## config.mk

```make
export PLATFORM = sky130hd
export DESIGN_NAME = systolic_feed_ctrl
export DESIGN_NICKNAME = d
export VERILOG_FILES = /design/src/rtl/systolic_feed_ctrl.sv
export SDC_FILE = /design/constraint.sdc
export NUM_CORES = 1
export LEC_CHECK = 0
export ABC_AREA = 1
export BUFFER_PORTS_ARGS = -buffer_cell sky130_fd_sc_hd__buf_2
export CELL_PAD_IN_SITES_DETAIL_PLACEMENT = 1
export CELL_PAD_IN_SITES_GLOBAL_PLACEMENT = 1
export CORE_ASPECT_RATIO = 0.75
export CORE_MARGIN = 10
export CORE_UTILIZATION = 35
export DETAILED_ROUTE_END_ITERATION = 7
export PLACE_DENSITY = 0.86
export REMOVE_ABC_BUFFERS = 1
export SLEW_MARGIN = 20
export SYNTH_ARGS = -nofsm -noshare
export SYNTH_HDL_FRONTEND = slang
export SYNTH_SLANG_ARGS = --single-unit
```

## constraint.sdc

```tcl
create_clock -name clk -period 2.15 [get_ports clk]
set_clock_uncertainty 0.2 [all_clocks]
set_input_delay 0.43 -clock clk [delete_from_list [all_inputs] [get_ports clk]]
set_output_delay 0.43 -clock clk [all_outputs]
set_load 0.01 [all_outputs]
```

## src/rtl/systolic_feed_ctrl.sv

```systemverilog
// systolic_feed_ctrl
// Drives one pe_8x8_cluster through a full tile. A tile clears the array,
// streams DEPTH activation/weight elements per row with a one-cycle-per-row
// skew, raises sticky per-row done flags, waits for the array's final done
// and pulses res_valid. A timeout while waiting sets a sticky err.
//
// Ports:
//   clk, rst             clock, synchronous active-high reset
//   en                   global enable; low freezes all feed/wait progress
//   start                begin a tile (accepted in IDLE with en=1 only)
//   busy                 high from start acceptance until DONE exit
//   res_valid            one-cycle pulse, array results are final
//   err                  sticky timeout flag
//   rd_en, rd_idx        per-bank read strobe and element index
//   act_rdata, wgt_rdata per-bank read data
//   arr_clr, arr_en      array clear and enable
//   activations, weights registered lane data, row r at [r*DW +: DW]
//   row_done             sticky per-row done to the array
//   array_done           array's last output_done bit
//   dbg_state            current FSM state for observation
//
// Bank handshake: rd_en[r] is a single-cycle request with rd_idx valid in
// the same cycle; the bank has no back-pressure and returns act/wgt_rdata
// exactly one cycle later. Only that cycle's data is meaningful.
module systolic_feed_ctrl #(
    parameter int ROWS  = 8,
    parameter int DEPTH = 4,
    parameter int DW    = 16,
    parameter int IW    = 2,
    parameter int TMO   = 255
) (
    input  logic               clk,
    input  logic               rst,
    input  logic               en,
    input  logic               start,
    output logic               busy,
    output logic               res_valid,
    output logic               err,
    output logic [ROWS-1:0]    rd_en,
    output logic [ROWS*IW-1:0] rd_idx,
    input  logic [ROWS*DW-1:0] act_rdata,
    input  logic [ROWS*DW-1:0] wgt_rdata,
    output logic               arr_clr,
    output logic               arr_en,
    output logic [ROWS*DW-1:0] activations,
    output logic [ROWS*DW-1:0] weights,
    output logic [ROWS-1:0]    row_done,
    input  logic               array_done,
    output logic [2:0]         dbg_state
);

    localparam int FEED_LAST = ROWS + DEPTH + 1;
    localparam int CNT_MAX   = (FEED_LAST > TMO) ? FEED_LAST : TMO;
    localparam int CW        = $clog2(CNT_MAX + 1);

    typedef enum logic [2:0] {
        S_IDLE  = 3'd0,
        S_CLEAR = 3'd1,
        S_FEED  = 3'd2,
        S_WAIT  = 3'd3,
        S_DONE  = 3'd4
    } state_t;

    state_t                    state;
    logic [CW-1:0]             cnt;       // feed cycle t, reused as wait counter
    logic [ROWS-1:0]           pend;      // read issued last cycle, data on rdata now
    logic [ROWS-1:0]           s1_valid;  // stage-1 holds data not yet on the lane
    logic [ROWS-1:0][DW-1:0]   s1_act;
    logic [ROWS-1:0][DW-1:0]   s1_wgt;
    logic [ROWS-1:0][DW-1:0]   act_lane;
    logic [ROWS-1:0][DW-1:0]   wgt_lane;

    assign activations = act_lane;
    assign weights     = wgt_lane;
    assign arr_en      = en & busy;
    assign dbg_state   = state;

    // Row r reads element k = t - r; rows outside 0 <= k < DEPTH stay quiet.
    always_comb begin
        rd_en  = '0;
        rd_idx = '0;
        for (int r = 0; r < ROWS; r++) begin
            if (state == S_FEED && en && int'(cnt) >= r && int'(cnt) - r < DEPTH) begin
                rd_en[r]           = 1'b1;
                rd_idx[r*IW +: IW] = IW'(int'(cnt) - r);
            end
        end
    end

    always_ff @(posedge clk) begin
        if (rst) begin
            state     <= S_IDLE;
            busy      <= 1'b0;
            res_valid <= 1'b0;
            err       <= 1'b0;
            arr_clr   <= 1'b0;
            row_done  <= '0;
            cnt       <= '0;
            pend      <= '0;
            s1_valid  <= '0;
            s1_act    <= '0;
            s1_wgt    <= '0;
            act_lane  <= '0;
            wgt_lane  <= '0;
        end else begin
            res_valid <= 1'b0;
            arr_clr   <= 1'b0;
            case (state)
                S_IDLE: begin
                    if (start && en) begin
                        state   <= S_CLEAR;
                        busy    <= 1'b1;
                        err     <= 1'b0;
                        arr_clr <= 1'b1;
                    end
                end
                S_CLEAR: begin
                    cnt      <= '0;
                    pend     <= '0;
                    s1_valid <= '0;
                    state    <= S_FEED;
                end
                S_FEED: begin
                    // Reads only happen with en high, so pend marks exactly
                    // the cycles whose rdata must be kept.
                    pend <= rd_en;
                    for (int r = 0; r < ROWS; r++) begin
                        if (pend[r]) begin
                            s1_act[r] <= act_rdata[r*DW +: DW];
                            s1_wgt[r] <= wgt_rdata[r*DW +: DW];
                        end
                        if (en) begin
                            // Bypass stage-1 when data arrives on an enabled
                            // cycle; stage-1 only matters across a stall.
                            if (pend[r]) begin
                                act_lane[r] <= act_rdata[r*DW +: DW];
                                wgt_lane[r] <= wgt_rdata[r*DW +: DW];
                            end else if (s1_valid[r]) begin
                                act_lane[r] <= s1_act[r];
                                wgt_lane[r] <= s1_wgt[r];
                            end else begin
                                act_lane[r] <= '0;
                                wgt_lane[r] <= '0;
                            end
                            s1_valid[r] <= 1'b0;
                            if (int'(cnt) == r + DEPTH + 1)
                                row_done[r] <= 1'b1;
                        end else if (pend[r]) begin
                            s1_valid[r] <= 1'b1;
                        end
                    end
                    if (en) begin
                        if (int'(cnt) == FEED_LAST) begin
                            state <= S_WAIT;
                            cnt   <= '0;
                        end else begin
                            cnt <= cnt + CW'(1);
                        end
                    end
                end
                S_WAIT: begin
                    act_lane <= '0;
                    wgt_lane <= '0;
                    // array_done takes priority over a coinciding timeout.
                    if (array_done) begin
                        res_valid <= 1'b1;
                        state     <= S_DONE;
                    end else if (en) begin
                        if (int'(cnt) == TMO - 1) begin
                            err   <= 1'b1;
                            state <= S_DONE;
                        end else begin
                            cnt <= cnt + CW'(1);
                        end
                    end
                end
                S_DONE: begin
                    row_done <= '0;
                    busy     <= 1'b0;
                    state    <= S_IDLE;
                end
                default: state <= S_IDLE;
            endcase
        end
    end

endmodule

```

== Yosys cells after proc, flatten, opt, wreduce, memory -nomap -nowiden ==
Index checks and enable logic that the tools add are counted.

* Add/subtract/negate cells: 8
* Multiply operators: 0
* Divide/modulo/power cells: 0
* Magnitude comparators: 15
* Equality and inequality tests: 39
* Shift-type cells: 0
* Mux-type cells: 123
* Bitwise operators: 3
* Reductions and logical operators: 55

{| class="wikitable"
|+ Operators by type and width
! kind !! count
|-
| $mux 16 || 48
|-
| $pmux 128 s2 || 2
|-
| $lt 32x4->1 const B || 7
|-
| $eq 8x5->1 const B || 6
|-
| $pmux 8 s2 || 3
|-
| $mux 1 || 47
|-
| $mux 8 || 5
|-
| $reduce_and 2->1 || 18
|-
| $sub 8x3->9 const B || 4
|-
| $ge 8x3->1 const B || 4
|-
| $ne 3x3->1 const B || 10
|-
| $eq 8x4->1 const B || 3
|-
| $pmux 8 s3 || 1
|-
| $reduce_and 3->1 || 8
|-
| $mux 3 || 6
|-
| $ne 2x1->1 const B || 9
|-
| $sub 8x2->9 const B || 2
|-
| $logic_and 1x1->1 || 17
|-
| $ge 8x2->1 const B || 2
|-
| $mux 2 || 8
|-
| $reduce_and 5->1 || 3
|-
| $ne 2x2->1 const B || 6
|-
| $pmux 3 s4 || 1
|-
| $reduce_bool 2->1 || 5
|-
| other kinds (14) || 18
|}

* Register bits after elaboration: 551
* Bits in latches: 0
* RAM bits: 0
* ROM bits: 0
* Input bits: 261
* Output and inout port bits: 296
* Word-level logic and storage cells: 298
* Memories kept: 0

== Longest topological paths before layout ==
Gate-level depths: netlist of run 1.

* Word-level depth: 6
* Gate-level depth with buffers: 13

== Least setup slack after synthesis of run 1 ==
OpenSTA, ideal clock, no wires.

* Path type: register -> output
* Start: reg cnt[2]
* End: out rd_idx[2]
* Arrival: 1.826 ns
* Data required time: 1.520 ns
* Slack: -0.306 ns
* Cell stages (with the launch flop): 13
* Path buffers: 1
* Path through: dfxtp_1 clkbuf_1 inv_1 ha_1 nand2_1 nand2_1 o21bai_1 nand2_1 nor2_1 nand2_1 nand2_1 nand2_1 nor2_1

* Word-level cells in the longest chain between the ends: 4

{| class="wikitable"
|+ RTL lines
! what !! line !! source
|-
| from (decl) || 65 || <nowiki>logic [CW-1:0] cnt;</nowiki>
|-
| from (signal assigned) || 157 || <nowiki>cnt <= cnt + CW'(1);</nowiki>
|-
| from (signal assigned) || 173 || <nowiki>cnt <= cnt + CW'(1);</nowiki>
|-
| $sub 8x1->9 or $ge 8x1->1 (tied branches) || - ||
|-
| $lt 32x4->1 or $logic_and 1x1->1 (tied branches) || 83 || <nowiki>if (state == S_FEED && en && int'(cnt) >= r && int'(cnt) - r < DEPTH) begin</nowiki>
|-
| $logic_and 1x1->1 (*) || 83 ||
|-
| $mux 2 (*) || 83 ||
|-
| to (decl) || 40 || <nowiki>output logic [ROWS*IW-1:0] rd_idx,</nowiki>
|}

Every way passes the cells marked *; elsewhere a longest branch is shown, timed or not.

== Worst setup path after layout of run 1 ==
* Start: reg state[2], in the netlist dbg_state[2]
* End: out rd_idx[11]

* Word-level cells in the longest chain between the ends: 5

{| class="wikitable"
|+ RTL lines
! what !! line !! source
|-
| from (decl) || 64 || <nowiki>state_t state;</nowiki>
|-
| from (signal assigned) || 92 || <nowiki>state <= S_IDLE;</nowiki>
|-
| from (signal assigned) || 111 || <nowiki>state <= S_CLEAR;</nowiki>
|-
| from (signal assigned) || 121 || <nowiki>state <= S_FEED;</nowiki>
|-
| $eq 3x2->1 || 83 ||
|-
| $logic_and 1x1->1 (3 in a row) || 83 ||
|-
| $mux 2 || 83 ||
|}

Every way passes these cells.

==> results.json, run 1 <==
{
  "die_area_um2": 78000,
  "ctsLongestPathBuffers": 3,
  "yosysUniqueCellTypes": 28,
  "htreeDepth": 2,
  "ys_ff_latch": 551,
  "p_seq_share_pct": 34.5,
  "synth-compound-area-share_pct": 21.3,
  "layout_common_cells": "nand2_1 (1,049), buf_2 (541), dfxtp_1 (540)",
  "layoutNonFillerInstCount": 4984,
  "arrival_ns": 2.28,
  "drt_iter0_markers": 2583,
  "drive_above_1_share_pct": 23.9,
  "maxCapViolations": 0,
  "end_kind": "output pin",
  "setup_viol": 25,
  "grt_pass1_wl_um": 172000,
  "avgSynthCellArea_um2": 7.26,
  "swShare_pct": 37.2,
  "synthArstFlopShare_pct": 0,
  "cts_tree": "built",
  "postLayoutCoreUtil_pct": 50.2,
  "hp-class": "primary input to register",
  "port_buffers": 556,
  "synth_fa_ha_area_share_pct": 0.533,
  "grt_pass1_vias": 28800,
  "synthSimpleGateAreaFrac_pct": 24.0,
  "core-area_um2": 66600,
  "slew_viol_final": 0,
  "crit_end": "rd_idx[11]",
  "first_pass_iters": 5,
  "num_rows": 82,
  "clkTransAtPathRegs_ns": 0.06,
  "cts-root-buf": "clkbuf_16",
  "p_clk_share_pct": 32.6,
  "status": "finished, violations left",
  "die_h_um": 244,
  "ys_seq_area_share_pct": 47.0,
  "slew_headroom_pct": 37.4,
  "dpl.hpwl_um": 64400,
  "rsz0062_at_grt": "true",
  "worst-setup-path-type": "register to output pin",
  "rrSetupSlack_ns": -0.01,
  "grt_start_max_net_pins": 113,
  "p_sw_mw": 11.9,
  "vias": 27700,
  "cts.sinks": 551,
  "post-place-cells": 4577,
  "worst_ir_drop_vdd_v": 0.000550,
  "fp.dieW_um": 319,
  "crit_fanout": 6,
  "via_per_inst": 5.56,
  "reg2reg_from": "dbg_state[2]",
  "initial_core_util_pct": 35.3,
  "worst_slack_ns": -0.757,
  "crit_path_start_kind": "register",
  "power_frac_comb_pct": 32.9,
  "whs_ns": 0.0414,
  "cts-buffers-inserted": 57,
  "hold_viol_final": 0,
  "mostFrequentLayoutCell": "nand2_1",
  "critPathRequiredTime_ns": 1.52,
  "synth_edf_count": 0,
  "routed_wl_um": 115000,
  "synth_top_family_by_area": "simple AND/OR/NAND/NOR gates",
  "path_cells": "inv_2 -> nand2_4 -> nor2_4 -> inv_2 -> nor2_4 -> buf_6 -> nand2_1 -> nor2_2 -> nand3_4 -> buf_12 -> nor2_2 -> buf_2",
  "syn-cell-area_um2": 23500,
  "synth_mux_area_share_pct": 0,
  "antenna_found_initial": 15,
  "power.density_nw_per_um2": 954,
  "internal-power_mw": 20.0,
  "wl_per_cell_um": 23.1,
  "rr_worst_depth": 10,
  "grt_usage_pct": 27.1,
  "max_slew.worst_pin.slew_ns": 0.939,
  "yosys.area_share.xor_xnor_pct": 0.0746,
  "yosys_warnings": 0,
  "syn_inst": 3232,
  "slowest_delay_ns": 0.32,
  "p_leak_nw": 14.0,
  "drc": 0,
  "period_needed_ns": 2.91,
  "fin_crit_sh_pct": 135,
  "fmax_ghz": 0.344,
  "grt-ovfl-total": 0,
  "synth-main-ff-cell": "dfxtp_1",
  "gp_congestion": 0.877,
  "ios": 557,
  "crit_start": "dbg_state[2]",
  "clk_latency_ns": 0.61,
  "fin_nets": 4304,
  "worst_r2r_endpoint": "activations[77]",
  "violations": "setup timing",
  "slowest_stage": "dfxtp_2",
  "ant_nets": 0,
  "area_growth_pct": 42.2
}
==> worst min-delay path by stage <==
stage	to	cells past startpoint	from
after CTS	busy	5	start
final	busy	5	start
after global routing	busy	5	start
after detailed placement	s1_act[103]	2	s1_act[103]
after global placement	s1_wgt[112]	2	s1_wgt[112]
after floorplan	s1_act[100]	2	s1_act[100]
==> metrics by stage <==
| step | setup WS (ns) | setup TNS, ns | power [mW] | cell area (µm²) |
|---|---|---|---|---|
| 4_1_cts | -0.680 | -14.42 | 30.8 | 32900 |
| 3_5_place_dp | -0.300 | -8.90 | 19.6 | 27900 |
| 2_1_floorplan | -11.97 | -3971.87 | 14.6 | 22200 |
| 5_1_grt | -0.870 | -17.67 | 33.1 | 33400 |
| 3_3_place_gp | -0.256 | -4.62 | 19.4 | 27900 |
| 6_report | -0.757 | -14.63 | 31.9 | 33400 |
==> power by group through the flow <==
| stage | Clock (mW) | Combinational (mW) | Sequential [mW] |
|---|---|---|---|
| 2_1_floorplan | 0 | 3.01 | 11.6 |
| 3_3_place_gp | 0 | 8.29 | 11.1 |
| 3_5_place_dp | 0 | 8.39 | 11.2 |
| 4_1_cts | 10.4 | 9.39 | 11.0 |
| 5_1_grt | 10.9 | 11.1 | 11.0 |
| 6_report | 10.4 | 10.5 | 11.0 |
==> routing by layer <==
metal | global-route usage, % | routed length [µm] | up-vias
li1 | - | - | 12500
met1 | 32.4 | 45400 | 13500
met2 | 46.2 | 55300 | 1338
met3 | 6.21 | 8910 | 357
met4 | 11.8 | 5320 | 6
met5 | 0 | 31 | -
==> cell type report <==
cell class              count  area, µm²
diodes                     21       52.6
well taps                 882       1100
clock buffers              84       1690
flip-flops and latches    551      11100
repair buffers           1020       7630
inverters                 105        417
fillers                  8092      33200
multi-input cells        2298      11200
clock inverters            23        223
==> state kept, by name, summed over array words and instances, names as in the netlist <==
signal / flops
activations: 128
busy: 1
err: 1
res_valid: 1
s1_act: 128
cnt: 8
weights: 128
s1_wgt: 128
dbg_state: 3
row_done: 8
pend: 8
arr_clr: 1
s1_valid: 8
==> cells by family (layout without fill, tap and decap cells) <==
kind of cell,count (synthesis),after routing
other,0,21
AND/OR/NAND/NOR,1401,1402
AO/OA/AOI/OAI,884,884
flip-flops,551,551
adder cells (fa/ha/maj),10,10
buffers and inverters,384,1232
XOR/XNOR,2,2
==> repair_timing <==
| item | in CTS | in global routing |
|---|---|---|
| pin swaps | 25 | 26 |
| buffers inserted | 11 | 6 |
| endpoints found under the setup margin | 41 | 304 |
| hold buffers | 257 | 0 |
| gates cloned | 1 | 6 |
| resized for setup | 120 | 79 |
| hold endpoints to repair | 474 | 0 |
==> cell usage after synthesis, types with 15 or more instances <==
cell / count / area, µm²
o21ai_0: 114 / 571
o211ai_1: 214 / 1610
nor3_1: 15 / 75.1
buf_2: 61 / 305
a21oi_1: 534 / 2670
inv_1: 93 / 349
buf_6: 19 / 214
nand2_1: 1070 / 4020
nor2_1: 64 / 240
clkbuf_1: 193 / 724
dfxtp_1: 551 / 11000
nand3_1: 235 / 1180
==> worst max-delay path, delay by kind of cell, from the launching register on <==
kind,cells,cell delay (ns)
buffers and inverters,5,0.59
flip-flops,1,0.32
AND/OR/NAND/NOR,7,0.77
(Power assumes the default switching activity.)
==> run 2, diff against run 1 <==
ABC_AREA = not set   (was 1)
CORE_UTILIZATION = 34   (was 35)
PLACE_DENSITY = 0.84   (was 0.86)
==> run 2 against run 1 <==
- the run still ends with setup timing left
- worst hold slack worse by 0.017 ns
- clock power about the same
- cell count down 2.2%
- die area up 0.17%
- utilization down 0.10 points
- final area about the same
- via count down 4.0%
- maximum frequency down 11%
- first-iteration DRC count down 15%
- global-route usage down 1.5 points
- worst setup slack worse by 0.38 ns
- critical path type unchanged
- critical endpoint is now rd_idx[10]
- largest cell class unchanged
- largest power group unchanged
- highest routed layer unchanged
==> results.json, run 2 <==
{
  "status": "finished, violations left",
  "violations": "setup timing",
  "end_kind": "output pin",
  "grt_usage_pct": 25.6,
  "multi_input_area_um2": 11200,
  "hp-class": "primary input to register",
  "worst_slack_ns": -1.13,
  "slowest_delay_ns": 0.51,
  "synthArstFlopShare_pct": 0,
  "clkTransAtPathRegs_ns": 0.07,
  "via_per_inst": 5.46,
  "crit_fanout": 4,
  "dpl.hpwl_um": 62000,
  "first_pass_iters": 6,
  "grt-ovfl-total": 0,
  "fin_crit_sh_pct": 153,
  "synth_top_family_by_area": "simple AND/OR/NAND/NOR gates",
  "holdPathStages": 5,
  "vias": 26600,
  "ios": 557,
  "slew_headroom_pct": 57.5,
  "grt_pass1_wl_um": 162000,
  "port_buffers": 556,
  "initial_core_util_pct": 34.3,
  "seqCellArea_um2": 11100,
  "die_area_um2": 78100,
  "gp_congestion": 0.842,
  "arrival_ns": 2.65,
  "ys_seq_area_share_pct": 48.3,
  "slew_viol_final": 0,
  "synth_mux_area_share_pct": 0.131,
  "worst-setup-path-type": "register to output pin",
  "fp.dieW_um": 319,
  "cts.sinks": 551,
  "syn_inst": 3116,
  "postLayoutCoreUtil_pct": 50.1,
  "drive_above_1_share_pct": 24.5,
  "final_area_um2": 33400,
  "fmax_ghz": 0.305,
  "mostFrequentLayoutCell": "nand2_1",
  "area_growth_pct": 46.1,
  "synth.most_common_cell": "nand2_1",
  "synth_top_area_share_pct": 48.3,
  "synthSimpleGateAreaFrac_pct": 24.2,
  "setup_viol": 34,
  "p_leak_nw": 13.0,
  "fin_nets": 4202,
  "layoutNonFillerInstCount": 4876,
  "grt_start_max_net_pins": 72,
  "avgSynthCellArea_um2": 7.33,
  "yosysUniqueCellTypes": 53,
  "ys_top_cells_by_area": "dfxtp_1 (48%), nand2_1 (17%), a22oi_1 (8.1%), a21oi_1 (6.6%), o21ai_0 (5.5%)",
  "critPathRequiredTime_ns": 1.52,
  "rsz0062_at_grt": "true",
  "crit_path_start_kind": "register",
  "antenna_found_initial": 19,
  "drt_iter0_markers": 2194,
  "hold_viol_final": 0,
  "cp_common_cell": "buf_6",
  "yosys.area_share.xor_xnor_pct": 0.153,
  "clk_latency_ns": 0.61,
  "num_rows": 82,
  "syn-cell-area_um2": 22900,
  "rr_worst_depth": 10,
  "cts-root-buf": "clkbuf_16",
  "power.density_nw_per_um2": 675,
  "path_cells": "inv_6 -> buf_6 -> ha_4 -> a21oi_4 -> mux2i_1 -> a22oi_1 -> or3_4 -> nor2_4 -> buf_6",
  "wl_per_cell_um": 22.7,
  "max_slew.worst_pin.slew_ns": 0.636,
  "cts_tree": "built",
  "placed_area_um2": 27600,
  "drc": 0,
  "synth_edf_count": 0,
  "core-area_um2": 66700,
  "finalPower_mw": 22.5,
  "ys_ff_latch": 551,
  "synth_fa_ha_area_share_pct": 0.548,
  "synth_common_cells": "nand2_1 (1,031), dfxtp_1 (551), nor2_1 (304)",
  "maxCapViolations": 0,
  "layout_common_cells": "nand2_1 (1,022), buf_2 (539), dfxtp_1 (535)",
  "die_h_um": 245,
  "filler_cell_count": 8093,
  "post-place-cells": 4463,
  "ant_nets": 0,
  "ctsLongestPathBuffers": 3,
  "grt_pass1_vias": 27600,
  "synth-compound-area-share_pct": 21.8,
  "period_needed_ns": 3.28,
  "slowest_stage": "or3_4",
  "synth_top_cell_by_area": "dfxtp_1",
  "synth-main-ff-cell": "dfxtp_1",
  "yosys_warnings": 0,
  "routed_wl_um": 111000,
  "cts-buffers-inserted": 57,
  "worst_ir_drop_vdd_v": 0.000423,
  "htreeDepth": 2
}
-- run 2: area by class of cell --
type | instances | share of cell area [%]
Tap cell | 882 | 3.31
Clock inverter | 17 | 0.480
Antenna cell | 20 | 0.150
Clock buffer | 85 | 5.14
Multi-Input combinational cell | 2278 | 33.5
Timing Repair Buffer | 1030 | 24.1
Sequential cell | 551 | 33.1
Inverter | 13 | 0.191
-- run 2: layer usage --
layer | vias to the layer above | GRT usage, % | routed length, µm
li1 | 12000 | - | -
met1 | 13100 | 30.4 | 44300
met2 | 1141 | 44.5 | 54700
met3 | 300 | 5.34 | 7090
met4 | 2 | 11.0 | 4830
met5 | - | 0 | 20
-- run 2: logic make-up (layout without fill, tap and decap cells) --
| kind of cell | Yosys count | in the layout |
|---|---|---|
| adder cells (fa/ha/maj) | 10 | 10 |
| multiplexers | 3 | 3 |
| AO/OA/AOI/OAI | 846 | 847 |
| XOR/XNOR | 4 | 4 |
| buffers and inverters | 288 | 1145 |
| other | 0 | 20 |
| flip-flops | 551 | 551 |
| AND/OR/NAND/NOR | 1414 | 1414 |
-- run 2: path summary, 6_finish.rpt --
kind               start      endpoint  slack [ns]
max               cnt[1]    rd_idx[10]       -1.13
min           array_done  dbg_state[0]        0.02
max reg2reg       cnt[0]        cnt[7]       -0.14
min reg2reg  s1_act[100]   s1_act[100]        0.25
-- run 2: through the flow --
step,setup TNS [ns],setup WS (ns),hold slack (ns)
after floorplan,-3347.68,-12.59,0.230
after global placement,-50.26,-0.844,0.240
after detailed placement,-65.23,-0.866,0.246
after CTS,-23.77,-1.15,0.000818
after global routing,-25.65,-1.22,0.0363
final,-22.07,-1.13,0.0246
-- run 2: critical path: cells and delay by family, from the launching register on --
| kind | cells | cell delay, ns |
|---|---|---|
| compound gates | 2 | 0.29 |
| fa+ha+maj | 1 | 0.16 |
| flops | 1 | 0.37 |
| simple gates | 2 | 0.67 |
| buf+inv | 3 | 0.29 |
| mux | 1 | 0.26 |
-- run 2: power breakdown --
group | leakage (nW) | internal (mW) | switching [mW]
clock network | 0.928 | 5.75 | 4.53
registers | 4.45 | 10.2 | 0.0261
logic | 7.65 | 0.872 | 1.11
-- run 2: timing repair --
item	in CTS	in global routing
pin swaps	18	30
endpoints found under the setup margin	439	356
gates cloned	3	14
hold endpoints to repair	438	0
buffers inserted	12	9
resized for setup	99	106
hold buffers	258	0
